[config.mk]
export PLATFORM = sky130hd
export DESIGN_NAME = if_id_decode
export DESIGN_NICKNAME = d
export VERILOG_FILES = /design/src/rtl/riscv_pkg.sv /design/src/rtl/instr_predecode.sv /design/src/rtl/if_id_decode.sv
export SDC_FILE = /design/constraint.sdc
export NUM_CORES = 1
export LEC_CHECK = 0
export ABC_AREA = 1
export CAP_MARGIN = 20
export CORE_MARGIN = 8
export CORE_UTILIZATION = 41
export DETAILED_ROUTE_END_ITERATION = 12
export PLACE_DENSITY_LB_ADDON = 0.15
export SYNTH_ARGS = -nofsm -noshare
export SYNTH_HDL_FRONTEND = slang
export SYNTH_HIERARCHICAL = 1
export SYNTH_SLANG_ARGS = --single-unit
[constraint.sdc]
create_clock -name clk -period 3.2 [get_ports clk]
set_input_delay 0.48 -clock clk [delete_from_list [all_inputs] [get_ports clk]]
set_output_delay 0.48 -clock clk [all_outputs]
set_load 0.01 [all_outputs]
[src/rtl/riscv_pkg.sv]
// ---------------------------------------------------------------------------
// riscv_pkg
// Shared RISC-V definitions for the front end of the core.
//   - Base opcode constants (instr[6:0]) for the supported instruction classes.
//   - Immediate-format select encodings, shared with the immediate generator.
//   - IF/ID skid-buffer state type and the per-entry pre-decoded record.
// ---------------------------------------------------------------------------
package riscv_pkg;

    localparam logic [6:0] OPC_LOAD   = 7'b0000011;
    localparam logic [6:0] OPC_OP_IMM = 7'b0010011;
    localparam logic [6:0] OPC_JALR   = 7'b1100111;
    localparam logic [6:0] OPC_SYSTEM = 7'b1110011;
    localparam logic [6:0] OPC_FENCE  = 7'b0001111;
    localparam logic [6:0] OPC_STORE  = 7'b0100011;
    localparam logic [6:0] OPC_BRANCH = 7'b1100011;
    localparam logic [6:0] OPC_LUI    = 7'b0110111;
    localparam logic [6:0] OPC_AUIPC  = 7'b0010111;
    localparam logic [6:0] OPC_JAL    = 7'b1101111;
    localparam logic [6:0] OPC_OP     = 7'b0110011;

    // The immediate generator produces zero for IMM_SEL_NONE.
    localparam logic [2:0] IMM_SEL_I    = 3'd0;
    localparam logic [2:0] IMM_SEL_S    = 3'd1;
    localparam logic [2:0] IMM_SEL_SB   = 3'd2;
    localparam logic [2:0] IMM_SEL_U    = 3'd3;
    localparam logic [2:0] IMM_SEL_UJ   = 3'd4;
    localparam logic [2:0] IMM_SEL_NONE = 3'd7;

    typedef enum logic [1:0] {
        BUF_EMPTY = 2'd0,
        BUF_ONE   = 2'd1,
        BUF_TWO   = 2'd2
    } buf_state_t;

    // One buffered instruction with its decode computed at capture time.
    typedef struct packed {
        logic [31:0] instr;
        logic [2:0]  imm_sel;
        logic        uses_imm;
        logic        illegal;
    } decoded_t;

    // Value held by an entry register while in reset: all zero, no immediate.
    function automatic decoded_t decoded_reset();
        decoded_t d;
        d          = '0;
        d.imm_sel  = IMM_SEL_NONE;
        return d;
    endfunction

endpackage

[src/rtl/instr_predecode.sv]
// ---------------------------------------------------------------------------
// instr_predecode
// Combinational opcode classifier used on the IF/ID push path.
// Ports:
//   opcode   in  7  instr[6:0] of the instruction being captured
//   imm_sel  out 3  immediate format for the immediate generator
//   uses_imm out 1  instruction consumes an immediate
//   illegal  out 1  unsupported opcode (includes instr[1:0] != 2'b11)
// ---------------------------------------------------------------------------
module instr_predecode
    import riscv_pkg::*;
(
    input  logic [6:0] opcode,
    output logic [2:0] imm_sel,
    output logic       uses_imm,
    output logic       illegal
);

    // Every supported opcode ends in 2'b11, so compressed/invalid encodings
    // naturally fall into the default branch and are flagged illegal.
    always_comb begin
        imm_sel  = IMM_SEL_NONE;
        uses_imm = 1'b0;
        illegal  = 1'b0;
        case (opcode)
            OPC_LOAD, OPC_OP_IMM, OPC_JALR, OPC_SYSTEM, OPC_FENCE: begin
                imm_sel  = IMM_SEL_I;
                uses_imm = 1'b1;
            end
            OPC_STORE: begin
                imm_sel  = IMM_SEL_S;
                uses_imm = 1'b1;
            end
            OPC_BRANCH: begin
                imm_sel  = IMM_SEL_SB;
                uses_imm = 1'b1;
            end
            OPC_LUI, OPC_AUIPC: begin
                imm_sel  = IMM_SEL_U;
                uses_imm = 1'b1;
            end
            OPC_JAL: begin
                imm_sel  = IMM_SEL_UJ;
                uses_imm = 1'b1;
            end
            OPC_OP: begin
            end
            default: begin
                illegal = 1'b1;
            end
        endcase
    end

endmodule

[src/rtl/if_id_decode.sv]
// ---------------------------------------------------------------------------
// if_id_decode
// IF/ID pipeline stage: 2-entry skid buffer with decode done at capture, so
// every output comes straight from a register.
// Ports:
//   clk, rst_n                 clock (rising edge), async active-low reset
//   in_valid/in_ready          fetch handshake; in_ready depends on state only
//   in_instr, in_pc            instruction word and its PC
//   flush                      synchronous kill of all buffered entries
//   out_valid/out_ready        downstream handshake on the head entry
//   out_imm_field, out_imm_sel instr[31:7] and format select for the imm gen
//   out_pc                     PC of the head entry
//   out_rd/rs1/rs2/funct3/opcode  raw register and function fields
//   out_uses_imm, out_illegal  pre-decoded flags of the head entry
// ---------------------------------------------------------------------------
module if_id_decode
    import riscv_pkg::*;
#(
    parameter int XLEN           = 32,
    parameter bit RESET_PC_VALID = 1'b0
) (
    input  logic            clk,
    input  logic            rst_n,
    input  logic            in_valid,
    output logic            in_ready,
    input  logic [31:0]     in_instr,
    input  logic [XLEN-1:0] in_pc,
    input  logic            flush,
    output logic            out_valid,
    input  logic            out_ready,
    output logic [24:0]     out_imm_field,
    output logic [2:0]      out_imm_sel,
    output logic [XLEN-1:0] out_pc,
    output logic [4:0]      out_rd,
    output logic [4:0]      out_rs1,
    output logic [4:0]      out_rs2,
    output logic [2:0]      out_funct3,
    output logic [6:0]      out_opcode,
    output logic            out_uses_imm,
    output logic            out_illegal
);

    // Injecting an instruction at reset is not supported; the parameter only
    // exists for interface compatibility and must stay 0.
    if (RESET_PC_VALID != 1'b0) begin : g_reset_pc_valid_unsupported
    end

    buf_state_t      state;
    buf_state_t      next_state;
    decoded_t        head_q;
    decoded_t        tail_q;
    logic [XLEN-1:0] head_pc_q;
    logic [XLEN-1:0] tail_pc_q;
    decoded_t        in_dec;
    logic            push;
    logic            pop;

    assign in_ready  = (state != BUF_TWO);
    assign out_valid = (state != BUF_EMPTY);
    assign push      = in_valid & in_ready;
    assign pop       = out_valid & out_ready;

    instr_predecode u_predecode (
        .opcode   (in_instr[6:0]),
        .imm_sel  (in_dec.imm_sel),
        .uses_imm (in_dec.uses_imm),
        .illegal  (in_dec.illegal)
    );
    assign in_dec.instr = in_instr;

    // Occupancy register.
    always_ff @(posedge clk or negedge rst_n) begin
        if (!rst_n) begin
            state <= BUF_EMPTY;
        end else begin
            state <= next_state;
        end
    end

    // Occupancy transitions; flush overrides any push/pop in the same cycle.
    always_comb begin
        next_state = state;
        if (flush) begin
            next_state = BUF_EMPTY;
        end else begin
            case (state)
                BUF_EMPTY: if (push) next_state = BUF_ONE;
                BUF_ONE: begin
                    if (push && !pop)      next_state = BUF_TWO;
                    else if (pop && !push) next_state = BUF_EMPTY;
                end
                BUF_TWO:   if (pop) next_state = BUF_ONE;
                default:   next_state = BUF_EMPTY;
            endcase
        end
    end

    // Entry storage. The head register drives the outputs directly; the tail
    // only fills when the head is occupied and not leaving this cycle, and
    // shifts forward when the head is consumed from the full state.
    always_ff @(posedge clk or negedge rst_n) begin
        if (!rst_n) begin
            head_q    <= decoded_reset();
            tail_q    <= decoded_reset();
            head_pc_q <= '0;
            tail_pc_q <= '0;
        end else if (!flush) begin
            case (state)
                BUF_EMPTY: begin
                    if (push) begin
                        head_q    <= in_dec;
                        head_pc_q <= in_pc;
                    end
                end
                BUF_ONE: begin
                    if (push && pop) begin
                        head_q    <= in_dec;
                        head_pc_q <= in_pc;
                    end else if (push) begin
                        tail_q    <= in_dec;
                        tail_pc_q <= in_pc;
                    end
                end
                BUF_TWO: begin
                    if (pop) begin
                        head_q    <= tail_q;
                        head_pc_q <= tail_pc_q;
                    end
                end
                default: begin
                end
            endcase
        end
    end

    assign out_imm_field = head_q.instr[31:7];
    assign out_imm_sel   = head_q.imm_sel;
    assign out_pc        = head_pc_q;
    assign out_rd        = head_q.instr[11:7];
    assign out_rs1       = head_q.instr[19:15];
    assign out_rs2       = head_q.instr[24:20];
    assign out_funct3    = head_q.instr[14:12];
    assign out_opcode    = head_q.instr[6:0];
    assign out_uses_imm  = head_q.uses_imm;
    assign out_illegal   = head_q.illegal;

endmodule

* Word level (Yosys, flattened, before mapping) *
Index checks and enable logic that the tools add are counted.

operators by class
  bitwise gates (word level) = 4
  mux-type cells = 17
  equality and inequality tests = 20
  reduce and logical (&&, ||, !) cells = 15

operators with widths
  operator                                       number
  2-to-1 mux 37 bit                              3
  one-hot mux 37 bit (3 select lines)            1
  2-to-1 mux 32 bit                              3
  one-hot mux 32 bit (3 select lines)            1
  == test 7 bit, second input constant           4
  == test 7 x 6 -> 1 bit, second input constant  3
  one-hot mux 3 bit (5 select lines)             1
  == test 7 x 5 -> 1 bit, second input constant  2
  OR reduction 11 bit                            1
  2-to-1 mux 2 bit                               5
  OR reduction 10 bit                            1
  != test 2 bit, second input constant           4
  == test 7 x 2 -> 1 bit, second input constant  1
  == test 7 x 4 -> 1 bit, second input constant  1
  != test 3 bit, second input constant           2
  one-hot mux 2 bit (3 select lines)             1
  AND reduction 5 bit                            1
  OR reduction 5 bit                             1
  != test 4 bit, second input constant           1
  AND reduction 4 bit                            1
  logical AND 1 bit                              3
  AND reduction 3 bit                            1
  nonzero test 3 bit                             1
  bitwise AND 1 bit                              2
  other kinds (8)                                11

word-level totals
  flip-flop bits (word level) = 140

* Depth between registers and ports, before layout *
Gate-level depths: netlist of the first run.

  depth after elaboration = 8
  gate-level depth with buffers = 12
  mapped depth without buffers = 12

* By module *
Netlist of the first run, hierarchy kept.

by module, submodules not included
  module           cells an instance  sequential area each (µm²)  area an instance (µm²)  times used
  if_id_decode     869                3510.9                      6645.1                  1
  instr_predecode  43                 0.0                         192.7                   1

* Worst setup path after synthesis of the first run *
Ideal clock, no wire load.

  kind = register to output
  start point = register state[1]
  end point = output port in_ready
  required time = 2.720 ns
  slack = 1.707 ns
  arrival = 1.013 ns
  cell stages (with the launch flop) = 4
  cells stage by stage = dfrtp_1 -> buf_2 -> nand2_1 -> clkbuf_1

between the ends
  cells in the longest elaborated chain, start to end = 1

ends and longest elaborated chain
  what                    RTL line            source
  start, declared         if_id_decode.sv:48  buf_state_t state;
  start signal, assigned  if_id_decode.sv:76  state <= next_state;
  != test 2 bit           if_id_decode.sv:58  assign in_ready = (state != BUF_TWO);
  end, declared           if_id_decode.sv:25  output logic in_ready,

No other way between the ends.

* Final worst setup path of the first run *
  start point = register state[1]
  end point = output port out_valid

between the ends
  cells in the longest elaborated chain, start to end = 1

ends and longest elaborated chain
  what                RTL line            source
  nonzero test 2 bit  if_id_decode.sv:59  assign out_valid = (state != BUF_EMPTY);
  end, declared       if_id_decode.sv:29  output logic out_valid,

No other way between the ends.

==> impl_metrics.ini, run 1 <==
[drt]
postRouteWirelength_mm = 17.7
drcViolationCount = 0
drt_pre_antenna_iters = 5
route.vias.total = 5883
detail_route.vias_per_cell = 4.67
wire_per_inst_um = 14.0
drt-initial-drc-count = 398
final_antenna_net_count = 0

[worst_setup_path]
reg2reg_slack_ps = 1340
crit_path_top_delay_cell = dfrtp_2
critPathLaunch = state[1]$_DFFE_PN0P_
r2r-start = state[1]$_DFFE_PN0P_
worst_path_largest_cell_delay_ps = 630
critical_path.endpoint_type = primary output
worstPathCellList = nor2_1, inv_1, clkdlybuf4s50_1
crit_arrival_ps = 1800
cp_data_required_time_ps = 2720
critical_path.endpoint = out_valid
path_class = reg -> out
timing.critical_path.fanout_max = 21
worst-r2r-cell-count = 7
crit_path_start_kind = register
rr_endpoint = state[0]$_DFFE_PN0P_

[worst_hold_path]
worstHoldPathType = in -> async

[clock_network]
htree_num_levels = 4
clk_root_buffer_cell = clkbuf_16
clock_sink_count = 140
postCtsSetupRepairBufs = 0
ctsLongestPathBuffers = 2
cts-buffers-inserted = 17
cts_repair_resize_count = 0
clkSlewWorstSetupHoldPaths_ps = 60
post_cts_hold_buffer_count = 0
cts_tree = built
clock_latency_ps = 410

[place]
place_congestion = 0.726
detailed_place_hpwl_mm = 11.1
io_buffer_count = 157
placed_cells_incl_taps = 1228
detailedPlace.worstSlack_ps = 1000

[finish]
regArea_mm2 = 0.00351
multiInputGateArea_mm2 = 0.00262
diodes = 0
layout_commonest_cell = nand2_1
layout.nets = 1096
stdcell_count = 1259
most_frequent_cells_in_the_layout = 367 x nand2_1, 156 x clkdlybuf4s50_1, 143 x nand3_1
flow.area_growth_from_synthesis_pct = 31.5
filler_cell_count = 1590
drive_gt1_share_pct = 6.54

[timing]
fmax_mhz = 439
max_slew.worst_pin.slew_ps = 815
rsz0062_at_grt = false
report.final.hold_viol_count = 0
finalCritPeriodShare_pct = 71.2
setup_violations = 0
finClkSkew_ps = 9.03
period_needed_ps = 2280
worst_slew_margin_rel_pct = 45.7
slew_violations = 0
tns_ps = 0
setup_slack_ps = 922

[power]
p_per_area_mw_per_mm2 = 770
peakVddDrop_mv = 0.410
leakagePower_nw = 4.74

[floorplanning]
placementRows = 47
die_height_um = 145
placeable_core_region_mm2 = 0.0165
fp.dieArea_mm2 = 0.0211
initial_core_util_pct = 41.5
die_x_um = 145
io-pin-count = 158

[synth]
yosys_warnings = 6
yosys.area.top_type = dfrtp_1
synth_area_mm2 = 0.00684
syn_avg_cell_area_um2 = 7.50
synthCells = 912
flip_flop_and_latch_count_after_synthesis = 140
synth_sequential_area_ratio_pct = 51.3
synth_top_area_share_pct = 49.0
synth_nets = 981
synth.top_cells.by_area = dfrtp_1 49%, nand2_1 20%, nand3_1 10%, o21ai_0 5.1%, inv_1 4.4%
yosysUniqueCellTypes = 23

[grt]
grt-ovfl-total = 0
pin_count_of_the_biggest_net_entering_global_routing = 82
first_pass_grt_wire_length_mm = 29.7
grt_antenna_before_repair = 0
vias_in_the_first_global_route = 5586
grt_use_total_pct = 17.1

[outcome]
outcome = completed

[flow_run]
max_cap_viol_count = 0
-- critical path: cells and delay by family (launching register included) --
family,cells,cell delay (ps)
and+or+nand+nor,1,140
buffers and inverters,2,620
DFF,1,630
-- power by group --
part | internal (mW) | switching (mW) | total [mW]
registers | 2.48 | 0.397 | 2.88
clock network | 1.20 | 0.729 | 1.93
logic | 1.07 | 1.05 | 2.12
total | 4.75 | 2.18 | 6.93
-- synthesized netlist by cell type --
cell type,number
nand2_1,368
nand3_1,143
dfrtp_1,134
inv_1,81
o21ai_0,70
clkbuf_1,36
buf_4,21
buf_2,17
nor2_1,14
dfstp_2,6
nand2_2,5
inv_2,4
a21oi_1,2
nor2_2,2
buf_1,1
buf_6,1
nand3b_1,1
nand4_1,1
nor2_4,1
nor3_1,1
o211ai_1,1
o21ai_4,1
o31ai_1,1
-- metal layers --
metal,global-route usage [%],up-vias,share of wire (%)
met5,0,-,0
met4,5.67,0,1.4
met3,4.14,15,4.4
met2,27.4,123,48
met1,22.2,2684,46
li1,-,3061,-
-- layout make-up --
type	instances	area share, %
Sequential cell	140	39.0
Tap cell	220	3.06
Clock inverter	11	1.32
Multi-Input combinational cell	611	29.1
Clock buffer	20	5.19
Timing Repair Buffer	172	18.7
Inverter	85	3.55
-- logic make-up (layout without fill, tap and decap cells) --
family	count (synthesis)	count (layout)	synth area share (%)
flip-flops	140	140	51.3
AND/OR/NAND/NOR	536	536	32.5
AO/OA/AOI/OAI	75	75	5.73
buffers and inverters	161	288	10.4
-- sequential cells by signal, indices dropped and copies added, names as in the netlist --
signal	count
out_illegal	1
out_imm_sel	3
out_uses_imm	1
state	2
tail_q	37
out_opcode	7
out_funct3	3
out_imm_field	22
out_pc	32
tail_pc_q	32
-- worst min-delay path by stage --
stage	from	to	slack (ps)	cells past startpoint
2_1_floorplan	rst_n	out_funct3[0]$_DFFE_PN0P_	180	0
3_3_place_gp	out_pc[12]$_DFFE_PN0P_	out_pc[12]$_DFFE_PN0P_	450	2
3_5_place_dp	out_opcode[3]$_DFFE_PN0P_	out_opcode[3]$_DFFE_PN0P_	460	2
4_1_cts	rst_n	out_imm_field[3]$_DFFE_PN0P_	110	1
5_1_grt	rst_n	out_imm_field[1]$_DFFE_PN0P_	140	1
6_report	rst_n	out_imm_field[3]$_DFFE_PN0P_	90	1
-- metrics by stage --
stage | cell area (µm²) | hold slack, ps | utilization (%) | total power [mW]
4_1_cts | 8990 | 113 | 54.6 | 7.03
6_report | 8990 | 87.2 | 54.6 | 6.93
5_1_grt | 8990 | 142 | 54.6 | 7.40
2_1_floorplan | 6840 | 184 | - | 3.97
3_3_place_gp | 8410 | 453 | 51.1 | 5.01
3_5_place_dp | 8410 | 458 | 51.1 | 5.06
Power figures use the tool's default switching activity.
==> inputs of run 2 (changes only) <==
clock period = 2.2 ns   (was 3.2 ns; I/O delays follow)
==> run 2 against run 1 <==
  * Combinational power rose by 49%
  * Non-clock buffer count rose by 5
  * Design area rose by 1.3%
  * Die area did not move
  * Final cell count rose by 0.40%
  * Setup slack got worse by 690 ps
  * Sequential cell count did not move
  * Register-to-register slack got worse by 700 ps
  * Critical path depth did not move
  * Count of clock-buffer cells in the layout rose by 3
  * Largest power group unchanged
==> impl_metrics.ini, run 2 (synthesized netlist as in run 1, its figures left out) <==
[worst_setup_path]
critical_path_depth = 3
crit_path_start_kind = register
critical_path.endpoint_type = primary output
worst-r2r-cell-count = 4
timing.critical_path.fanout_max = 7
cp_data_required_time_ps = 1870
worstPathCellList = nor2_1, inv_1, clkdlybuf4s50_1
cp_num_buf_inv = 2
crit_path_top_delay_cell = clkdlybuf4s50_1
worst_path_largest_cell_delay_ps = 480
path_class = reg -> out
cp_top_family = buffers and inverters
crit_arrival_ps = 1640

[grt]
grt_antenna_before_repair = 0
grt_use_total_pct = 17.5
first_pass_grt_wire_length_mm = 30.4
pin_count_of_the_biggest_net_entering_global_routing = 72
vias_in_the_first_global_route = 5869
grt-ovfl-total = 0

[finish]
final_core_utilization_pct = 55.3
diodes = 0
most_frequent_cells_in_the_layout = 367 x nand2_1, 156 x clkdlybuf4s50_1, 143 x nand3_1
largest_reg_flops = 37
filler_cell_count = 1561
multiInputGateArea_mm2 = 0.00262
drive_gt1_share_pct = 6.61
layout.nets = 1101
layout_commonest_cell = nand2_1
flow.area_growth_from_synthesis_pct = 33.2
registers.top_by_ff_count = tail_q
final_area_mm2 = 0.00911
regArea_mm2 = 0.00351

[clock_network]
clkSlewWorstSetupHoldPaths_ps = 60
htree_num_levels = 4
cts_tree = built
ctsLongestPathBuffers = 2
cts-buffers-inserted = 17
clock_sink_count = 140
cts_repair_resize_count = 0
postCtsSetupRepairBufs = 0
clk_root_buffer_cell = clkbuf_16
clock_latency_ps = 410
post_cts_hold_buffer_count = 1

[drt]
drcViolationCount = 0
wire_per_inst_um = 14.5
route.vias.total = 5991
final_antenna_net_count = 0
drt-initial-drc-count = 451
drt_pre_antenna_iters = 5
postRouteWirelength_mm = 18.3
detail_route.vias_per_cell = 4.74

[floorplanning]
placeable_core_region_mm2 = 0.0165
die_height_um = 145
placementRows = 47
die_x_um = 145
io-pin-count = 158
initial_core_util_pct = 41.5
fp.dieArea_mm2 = 0.0211

[timing]
slew_violations = 0
report.final.hold_viol_count = 0
period_needed_ps = 1970
rsz0062_at_grt = false
fmax_mhz = 508
worst_slew_margin_rel_pct = 65.2
max_slew.worst_pin.slew_ps = 521
setup_violations = 0
tns_ps = 0
finalCritPeriodShare_pct = 89.5
finClkSkew_ps = 5.01

[worst_hold_path]
worstHoldPathType = in -> async

[place]
place_area_mm2 = 0.00855
io_buffer_count = 157
detailed_place_hpwl_mm = 11.6
place_congestion = 0.842

[power]
leakagePower_nw = 4.80
peakVddDrop_mv = 0.571
p_per_area_mw_per_mm2 = 1100
total_power_mw = 9.99

[flow_run]
max_cap_viol_count = 0

[outcome]
outcome = completed
run 2: changes by cell type in the layout (fill, tap and decap cells not counted), sizes merged:
cell         previous run  this run
clkbuf                 20        23
dlygate4sd3             0         1
clkinv                  5         6
clkinvlp                4         1
bufinv                  2         1
buf                    16        20
run 2: final timing paths:
path	slack, ps	start	endpoint
min reg2reg	460	out_imm_sel[0]$_DFFE_PN1P_	out_imm_sel[0]$_DFFE_PN1P_
max reg2reg	640	state[1]$_DFFE_PN0P_	tail_pc_q[29]$_DFFE_PN0P_
max in group asynchronous	1070	rst_n	tail_pc_q[24]$_DFFE_PN0P_
min	420	rst_n	out_imm_field[0]$_DFFE_PN0P_
min in group clk	460	out_imm_sel[0]$_DFFE_PN1P_	out_imm_sel[0]$_DFFE_PN1P_
max	230	state[1]$_DFFE_PN0P_	out_valid
run 2: layout make-up:
class | count | area share [%]
sequential | 140 | 38.6
multi-input combinational | 611 | 28.7
timing repair buffer | 177 | 20.2
clock buffer | 23 | 5.25
inverter | 85 | 3.50
tap | 220 | 3.02
clock inverter | 8 | 0.742
run 2: power breakdown:
group | switching (mW) | leakage, nW | internal (mW)
clock network | 1.04 | 0.272 | 1.62
registers | 0.560 | 1.74 | 3.61
logic | 1.56 | 2.79 | 1.61
total | 3.16 | 4.80 | 6.84
run 2: through the flow:
| stage | std cells | hold slack (ps) | worst slack, ps |
|---|---|---|---|
| after floorplan | 912 | 34.4 | 793 |
| after global placement | 1232 | 330 | 304 |
| after detailed placement | 1232 | 329 | 293 |
| after CTS | 1264 | 445 | 218 |
| after global routing | 1264 | 482 | 151 |
| final | 1264 | 421 | 230 |
run 2: metal layers:
metal / vias up / global-route usage [%] / part of all wire [%]
met2: 148 / 29.2 / 49
met3: 12 / 4.51 / 4.8
met5: - / 0 / 0
met4: 0 / 5.93 / 0.81
li1: 3069 / - / -
met1: 2762 / 21.5 / 45
==> inputs of run 3 (changes only) <==
GPL_ROUTABILITY_DRIVEN = 0   (was default)
REMOVE_ABC_BUFFERS = 1   (was default)
==> run 3 against run 2 <==
  * Core utilization grew 0.26 points
  * Largest power group unchanged
  * Register-to-register slack lost 160 ps
  * Final cell count about the same
  * First-iteration DRC count grew 2.2%
  * Via count is 0.13% lower
  * Count of clock-buffer cells in the layout shrank 3
  * Worst hold slack worse by 20 ps
  * Sequential power hardly changed
==> impl_metrics.ini, run 3 (synthesized netlist as in run 1, its figures left out) <==
[clock_network]
clock_sink_count = 140
clock_latency_ps = 420
cts_repair_resize_count = 0
cts_tree = built
htree_num_levels = 4
cts-buffers-inserted = 17
ctsLongestPathBuffers = 2
clkSlewWorstSetupHoldPaths_ps = 60
clk_root_buffer_cell = clkbuf_16

[grt]
vias_in_the_first_global_route = 5885
pin_count_of_the_biggest_net_entering_global_routing = 77
grt-ovfl-total = 0
grt_antenna_before_repair = 0
first_pass_grt_wire_length_mm = 30.3
grt_use_total_pct = 17.5

[floorplanning]
fp.dieArea_mm2 = 0.0211
die_x_um = 145
io-pin-count = 158
placeable_core_region_mm2 = 0.0165
placementRows = 47
initial_core_util_pct = 41.5
die_height_um = 145

[worst_setup_path]
worst_path_largest_cell_delay_ps = 570
crit_path_top_delay_cell = clkdlybuf4s50_1
cp_top_family = buffers and inverters
critPathLaunch = state[1]$_DFFE_PN0P_
cp_data_required_time_ps = 1870
r2r-start = state[1]$_DFFE_PN0P_
crit_path_start_kind = register
reg2reg_slack_ps = 480
critical_path.endpoint_type = primary output
crit_arrival_ps = 1720
path_class = reg -> out
timing.critical_path.fanout_max = 13
worstPathCellList = nand2_2, clkdlybuf4s50_1
cp_num_buf_inv = 1

[timing]
setup_slack_ps = 150
finalCritPeriodShare_pct = 93.2
tns_ps = 0
max_slew.worst_pin.slew_ps = 754
fin_worst_hold_slack_ps = 401
fmax_mhz = 488
finClkSkew_ps = 5.87
setup_violations = 0
worst_slew_margin_rel_pct = 49.7
report.final.hold_viol_count = 0
period_needed_ps = 2050
rsz0062_at_grt = false
slew_violations = 0

[power]
p_per_area_mw_per_mm2 = 1140
peakVddDrop_mv = 0.519
leakagePower_nw = 4.81

[drt]
wire_per_inst_um = 14.3
route.vias.total = 5983
drt-initial-drc-count = 461
detail_route.vias_per_cell = 4.74
drcViolationCount = 0
postRouteWirelength_mm = 18.1
final_antenna_net_count = 0
drt_pre_antenna_iters = 5

[finish]
final_core_utilization_pct = 55.6
most_frequent_cells_in_the_layout = 367 x nand2_1, 156 x clkdlybuf4s50_1, 143 x nand3_1
diodes = 0
final_area_mm2 = 0.00915
regArea_mm2 = 0.00351
layout_commonest_cell = nand2_1
registers.top_by_ff_count = tail_q
multiInputGateArea_mm2 = 0.00262
largest_reg_flops = 37
drive_gt1_share_pct = 6.62
filler_cell_count = 1591
flow.area_growth_from_synthesis_pct = 33.8
layout.nets = 1099

[place]
detailedPlace.worstSlack_ps = 186
detailed_place_hpwl_mm = 11.6
place_area_mm2 = 0.00850
io_buffer_count = 157

[flow_run]
max_cap_viol_count = 0

[worst_hold_path]
worstHoldPathType = in -> async

[outcome]
outcome = completed
==> run 3: worst paths after layout <==
| path | cells after the start | to |
|---|---|---|
| hold / removal | 2 | tail_q[33]$_DFFE_PN0P_ |
| min in group clk | 2 | out_imm_sel[1]$_DFFE_PN1P_ |
| setup / recovery | 2 | in_ready |
| hold reg to reg | 2 | out_imm_sel[1]$_DFFE_PN1P_ |
| setup reg to reg | 5 | out_uses_imm$_DFFE_PN0P_ |
| max in group asynchronous | 3 | out_pc[6]$_DFFE_PN0P_ |
==> run 3: metrics by stage <==
| stage | total power [mW] | std cells |
|---|---|---|
| after global routing | 11.1 | 1263 |
| after global placement | 7.31 | 1230 |
| after CTS | 10.6 | 1263 |
| final | 10.4 | 1263 |
| after floorplan | 5.54 | 836 |
| after detailed placement | 7.39 | 1230 |
==> run 3: repair_timing <==
item                                    4_1_cts  5_1_grt
hold buffers                                  1        0
setup buffers                                 0        0
endpoints found under the setup margin        0        0
hold endpoints to repair                     34        0
==> run 3: final cells by class <==
type / instances / share of cell area, %
sequential: 140 / 38.4
multi-input combinational: 611 / 28.6
timing repair buffer: 175 / 19.5
clock buffer: 20 / 4.88
inverter: 85 / 3.49
tap: 220 / 3.01
clock inverter: 12 / 2.12
==> run 3: where the power goes <==
group          internal, mW  switching (mW)
Combinational          1.59            1.56
Clock                  2.03            1.08
Sequential             3.61           0.552
==> run 3: per-layer routing <==
metal / vias up / GRT usage [%] / part of all wire (%)
met2: 140 / 28.7 / 47
li1: 3076 / - / -
met5: - / 0 / 0
met3: 19 / 3.89 / 4.7
met4: 0 / 5.83 / 1.2
met1: 2748 / 22.4 / 47
